## config.mk

```make
export PLATFORM = sky130hd
export DESIGN_NAME = ones_count_accum
export DESIGN_NICKNAME = d
export VERILOG_FILES = /design/src/rtl/ones_pkg.sv /design/src/rtl/ones_counter.sv /design/src/rtl/ones_count_accum.sv
export SDC_FILE = /design/constraint.sdc
export NUM_CORES = 1
export LEC_CHECK = 0
export ABC_AREA = 1
export BUFFER_PORTS_ARGS = -buffer_cell sky130_fd_sc_hd__buf_2
export CAP_MARGIN = 20
export CORE_UTILIZATION = 45
export CTS_BUF_LIST = sky130_fd_sc_hd__clkbuf_16
export DETAILED_ROUTE_END_ITERATION = 12
export GPL_ROUTABILITY_DRIVEN = 0
export PLACE_DENSITY = 0.69
export SETUP_SLACK_MARGIN = 0.4
export SYNTH_ARGS = -nofsm -noshare
export SYNTH_HDL_FRONTEND = slang
export SYNTH_HIERARCHICAL = 1
export SYNTH_SLANG_ARGS = --single-unit
export TNS_END_PERCENT = 30
```

## constraint.sdc

```tcl
create_clock -name clk -period 9.2 [get_ports clk]
set_input_delay 0.92 -clock clk [delete_from_list [all_inputs] [get_ports clk]]
set_output_delay 0.92 -clock clk [all_outputs]
set_load 0.1 [all_outputs]
```

## src/rtl/ones_pkg.sv

```systemverilog
// ones_pkg: shared state type and arithmetic helpers for the ones-count accumulator
package ones_pkg;
  localparam int MAX_W = 64;
  typedef enum logic [0:0] {IDLE, RUN} oc_state_t;
  function automatic logic [6:0] popcount(input logic [MAX_W-1:0] d);
    logic [6:0] c;
    c = '0;
    for (int i = 0; i < MAX_W; i++) c = c + 7'(d[i]);
    return c;
  endfunction
  // Returns {saturated, value}; value clamps to 2^w-1 when the w-bit sum overflows.
  function automatic logic [MAX_W:0] sat_add(input logic [MAX_W-1:0] a, input logic [MAX_W-1:0] b, input int unsigned w);
    logic [MAX_W:0] sum, lim;
    sum = {1'b0, a} + {1'b0, b};
    lim = ({{MAX_W{1'b0}}, 1'b1} << w) - 1'b1;
    return (sum > lim) ? {1'b1, lim[MAX_W-1:0]} : {1'b0, sum[MAX_W-1:0]};
  endfunction
endpackage

```

## src/rtl/ones_counter.sv

```systemverilog
// ones_counter: combinational popcount of an N-bit sample
module ones_counter import ones_pkg::*; #(
  parameter int N = 7,
  localparam int CW = $clog2(N + 1)
) (
  input  logic [N-1:0]  data,
  output logic [CW-1:0] cnt
);
  logic [6:0] full;
  always_comb full = popcount(MAX_W'(data));
  assign cnt = full[CW-1:0];
endmodule

```

## src/rtl/ones_count_accum.sv

```systemverilog
// ones_count_accum: registered per-sample popcount with saturating per-frame accumulation
module ones_count_accum import ones_pkg::*; #(
  parameter int N = 7,
  parameter int ACC_W = 12,
  localparam int CW = $clog2(N + 1)
) (
  input  logic             clk,
  input  logic             rst_n,
  input  logic             in_valid,
  input  logic [N-1:0]     in_data,
  input  logic             in_last,
  input  logic             clear,
  output logic             cnt_valid,
  output logic [CW-1:0]    cnt,
  output logic             acc_valid,
  output logic [ACC_W-1:0] acc,
  output logic             acc_sat,
  output logic             busy
);
  oc_state_t state;
  logic [CW-1:0] pc;
  logic [MAX_W:0] sum;
  ones_counter #(.N(N)) u_cnt (.data(in_data), .cnt(pc));
  always_comb sum = sat_add(MAX_W'(acc), MAX_W'(pc), ACC_W);
  assign busy = (state == RUN);
  always_ff @(posedge clk) begin
    if (!rst_n) begin
      state     <= IDLE;
      cnt_valid <= 1'b0;
      cnt       <= '0;
      acc_valid <= 1'b0;
      acc       <= '0;
      acc_sat   <= 1'b0;
    end else begin
      cnt_valid <= in_valid;
      if (in_valid) cnt <= pc;
      acc_valid <= 1'b0;
      // clear wins over a coincident sample, including one carrying in_last
      if (clear) begin
        acc     <= '0;
        acc_sat <= 1'b0;
        state   <= IDLE;
      end else if (in_valid) begin
        acc       <= (state == IDLE) ? ACC_W'(pc) : sum[ACC_W-1:0];
        acc_sat   <= (state == RUN) && (acc_sat || sum[MAX_W]);
        acc_valid <= in_last;
        state     <= in_last ? IDLE : RUN;
      end
    end
  end
endmodule
```

# Word level (Yosys, flattened, before mapping)
# Index checks and enable logic that the tools add are counted.
[word_totals] output_inout_bits=19 in_bits=12 register_bits=19
[classes] bitwise=2 mux=3 addsub=7 reduce_logical=4 n_lt_le_gt_ge=1
[ops] cell="$mux W65" count=1
[ops] cell="$add A3 B1 Y3" count=5
[ops] cell="$add A12 B3 Y13" count=1
[ops] cell="$gt A13 B12 Y1 const B" count=1
[ops] cell="$mux W12" count=1
[ops] cell="$reduce_or A3 Y1" count=1
[ops] cell="$add A1 B1 Y2" count=1
[ops] cell="$not A1 Y1" count=2
[ops] cell="$reduce_or A2 Y1" count=1
[ops] cell="$logic_and A1 B1 Y1" count=1
[ops] cell="$logic_or A1 B1 Y1" count=1
[ops] cell="$mux W1" count=1

# Logic depth before layout (Yosys ltp)
[logic_depth] depth_word=11 depth_mapped=17 ltp_nobuf=17

# Cells and area by module
# Netlist, hierarchy kept.
[by_module_without_submodules] mod="ones_count_accum" cells_each=163 area_per_inst_um2=1147.4 instances=1 seq_area_each_um2=380.4
[by_module_without_submodules] mod="ones_counter" cells_each=12 area_per_inst_um2=110.1 instances=1 seq_area_each_um2=0.0

# Worst setup path before layout
# Ideal clock, no wire load.
[synth_timing] path_type="input-to-reg" start="input port in_data[0]" end="register acc[6]" setup_time_ns=0.067 path_slack_ns=5.141 arrival_time_ns=3.992 cell_stages=17 n_path_buf=0 t_required_ns=9.133 path_cell_list="inv_1 > fa_1 > fa_1 > inv_1 > fa_1 > fa_1 > inv_1 > fa_1 > inv_1 > nand2_1 > nand2_4 > nand3_1 > nand2_1 > nand2_1 > nand2_1 > nand2_1 > a21oi_2"
[synth_between] elab_chain_len=10
[synth_lines] item="start, declared" line_no="ones_count_accum.sv:10" text="input logic [N-1:0] in_data,"
[synth_lines] item="$add A1 B1 Y2 (*)" line_no="ones_pkg.sv:8" text="for (int i = 0; i < MAX_W; i++) c = c + 7'(d[i]);"
[synth_lines] item="$add A3 B1 Y3 (*) (5 in series)" line_no="ones_pkg.sv:8"
[synth_lines] item="via pc[1]" line_no="ones_count_accum.sv:21" text="logic [CW-1:0] pc;"
[synth_lines] item="$add A12 B3 Y13 (*)" line_no="ones_pkg.sv:14" text="sum = {1'b0, a} + {1'b0, b};"
[synth_lines] item="$gt A13 B12 Y1" line_no="ones_pkg.sv:16" text="return (sum > lim) ? {1'b1, lim[MAX_W-1:0]} : {1'b0, sum[MAX_W-1:0]};"
[synth_lines] item="$mux W65 (*)" line_no="ones_pkg.sv:16"
[synth_lines] item="$mux W12 (*)" line_no="ones_count_accum.sv:44" text="acc <= (state == IDLE) ? ACC_W'(pc) : sum[ACC_W-1:0];"
[synth_lines] item="end signal, assigned" line_no="ones_count_accum.sv:44"
[synth_lines] item="end, declared" line_no="ones_count_accum.sv:16" text="output logic [ACC_W-1:0] acc,"
# The timed path passes the listed nets; every way through them passes the cells marked *.
# A chain may end at the register's enable or synchronous reset.

# Final worst setup path
[layout_timing] start="input port in_data[0]" end="register acc[9]"
# The elaborated chain is that of the path after synthesis.

==> flow_summary.ini <==
[synthesis]
syn_nets = 195
post-synth-top-area-cell = dfxtp_1
yosysSeqAreaShare_pct = 30.25
synthCells = 175
ys_warn_count = 6
avgSynthCellArea_um2 = 7.185
synth_area_leaders = dfxtp_1, nand2_1, fa_1
ys_types = 28
synth-seq-cells = 19
synth_top_area_share_pct = 30.25
syn_area_um2 = 1257

[critical_path]
r2r_setup_slack_ns = 7.30
slowest_stage = fa_1
cp.arrival_ns = 4.29
worstPathCellList = buf_2 -> inv_1 -> fa_1 -> fa_1 -> inv_1 -> fa_1 -> fa_1 -> inv_1 -> fa_1 -> inv_1 -> nand2_1 -> nand2_4 -> nand4_4 -> nand3_1 -> nand2_1 -> a21oi_2
crit_family = adder cells
r2r_start = acc[0]$_SDFFE_PP0P_
critPathMaxFanout = 9
cp-startpoint = in_data[0]
crit_top_cell = fa_1
end_kind = flop
crit_type = in2reg
slowest_delay_ns = 0.55
cp.required_ns = 9.39
crit_buf_inv = 5
cp-start-kind = input pin

[timing]
maxSlewHeadroom_pct = 55.26
hold_viol = 0
worst_pin_slew_ns = 0.6710
finalClockSkew_ns = 0.002096
rsz0062_at_grt = no
post-route-min-period_ns = 4.105
max_freq_mhz = 243.6
post-route-period-util_pct = 44.62
setup_viol = 0
finalSetupTns_ns = 0
maxSlewViolCount = 0

[clock_network]
clk_pin_slew_worst_paths_ns = 0.05
numClockSinks = 19
clockRootBuffer = clkbuf_16
postCtsHoldBufs = 0
htreeDepth = 1
cts_made_buffers = 3
clk_path_buf_depth = 2
cts_tree = yes
clock_latency_ns = 0.25
post_cts.repair.setup_buffers = 0
cts_resized = 0

[layout]
num_antenna_cells = 0
drive_gt1_share_pct = 24.51
layout_commonest_cell = nand2_1
fin_nets = 225
final_cell_mix = nand2_1, buf_2, inv_1
synthToLayoutAreaGrowth_pct = 18.71

[route]
drt-pass1-iter-count = 4
drt-initial-drc-count = 23
avgViaCountPerCell = 5.073
drc = 0
ant_nets = 0
routed_wl_um = 2658
num_vias = 1187
wl_per_cell_um = 11.36

[global_route]
grt_max_degree = 18
grt_usage_pct = 20.79
antenna_found_initial = 0
grt_pass1_wl_um = 4312
grt_pass1_vias = 1047
grt.overflow.total = 0

[die]
start_util_pct = 48.98
die_area_um2 = 3010
design.portCount = 31
die_w_um = 54.86
placementRows = 18
dieHeight_um = 54.86
core_area_um2 = 2567

[placed_design]
io_buffer_count = 30
dpl.hpwl_um = 1994

[pwr]
p_leak_nw = 0.7306
p_seq_share_pct = 35.7
pwr-share-comb_pct = 27.6
finalPower_w = 0.0002460
power.density_nw_per_um2 = 164.8
switching_share_pct = 33.96
power_frac_clock_pct = 36.7
p_int_w = 0.0001624
ir_worst_vdd_v = 0.0001030
p_switching_w = 0.00008352

[outcome]
outcome = completed

[hold_path]
hp-start = cnt[2]$_SDFFE_PN0P_
hold_class = reg2reg

[job]
cap_viol_max_count = 0
cell families after synthesis:
kind of cell / synth area share [%]
buffers and inverters: 10.35
AND/OR/NAND/NOR: 36.42
adder cells (fa/ha/maj): 10.95
AO/OA/AOI/OAI: 10.65
XOR/XNOR: 1.393
flip-flops: 30.25
power groups by stage:
stage               clock (W)  sequential (W)  combinational (W)
global placement            0       0.0000894          0.0000669
CTS                 0.0000929       0.0000878          0.0000684
floorplan                   0        0.000113          0.0000317
detailed placement          0       0.0000896          0.0000681
finish              0.0000903       0.0000878          0.0000679
global route        0.0000958       0.0000881          0.0000741
worst paths after layout:
kind,end,cells after the start
max,acc[9]$_SDFFE_PP0P_,16
min,cnt[2]$_SDFFE_PN0P_,2
min reg2reg,cnt[2]$_SDFFE_PN0P_,2
max reg2reg,acc[9]$_SDFFE_PP0P_,10
final cells by class:
cell class              count  area [um2]
clock buffers               3       75.07
clock inverters             1       5.005
fillers                   255        1075
inverters                  26       97.59
multi-input cells         125       747.0
flip-flops and latches     19       380.4
well taps                  30       37.54
repair buffers             30       150.1
flip-flops by register name, indices dropped and copies added, names as in the netlist:
| register | flops |
|---|---|
| acc_sat | 1 |
| busy | 1 |
| acc_valid | 1 |
| cnt | 3 |
| acc | 12 |
| cnt_valid | 1 |
layer usage:
metal	GRT usage, %	share of wire, %	up-vias
li1	-	-	614
met1	22.65	45	543
met2	36.75	49	25
met3	6.111	3.8	5
met4	8.974	1.7	0
met5	0	0	-
synth_stat cells:
library cell and instances:
a21oi_1 11, a21oi_2 6, buf_2 2, buf_8 1, clkbuf_1 2, clkinv_1 2, dfxtp_1 19, fa_1 5
ha_1 3, inv_1 22, inv_2 2, nand2_1 54, nand2_2 1, nand2_4 2, nand3_1 15, nand3_2 1
nand3b_1 1, nand4_1 4, nand4_4 2, nor2_1 11, nor2_4 1, nor3b_1 1, o21a_1 1, o21ai_1 2
o21ai_2 1, or2_1 1, xnor2_1 1, xor2_1 1
stage by stage:
step           setup WS, ns  util [%]  hold slack (ns)  cell area (um2)  instances
3_3_place_gp          4.939     55.02           0.4447             1413        230
6_report              5.095     58.14           0.4644             1493        234
5_1_grt               4.882     58.14           0.4839             1493        234
4_1_cts               5.076     58.14           0.4698             1493        234
3_5_place_dp          4.831     55.02           0.4563             1413        230
2_1_floorplan         5.141         -           0.9014             1257        175
tightest hold or removal path: cells and delay by family (launching register included):
kind,cells,cell delay [ns]
AOI/OAI and AO/OA,1,0.05
DFF,1,0.31
and+or+nand+nor,1,0.06
Note: power is estimated with default switching activity, not from simulation.
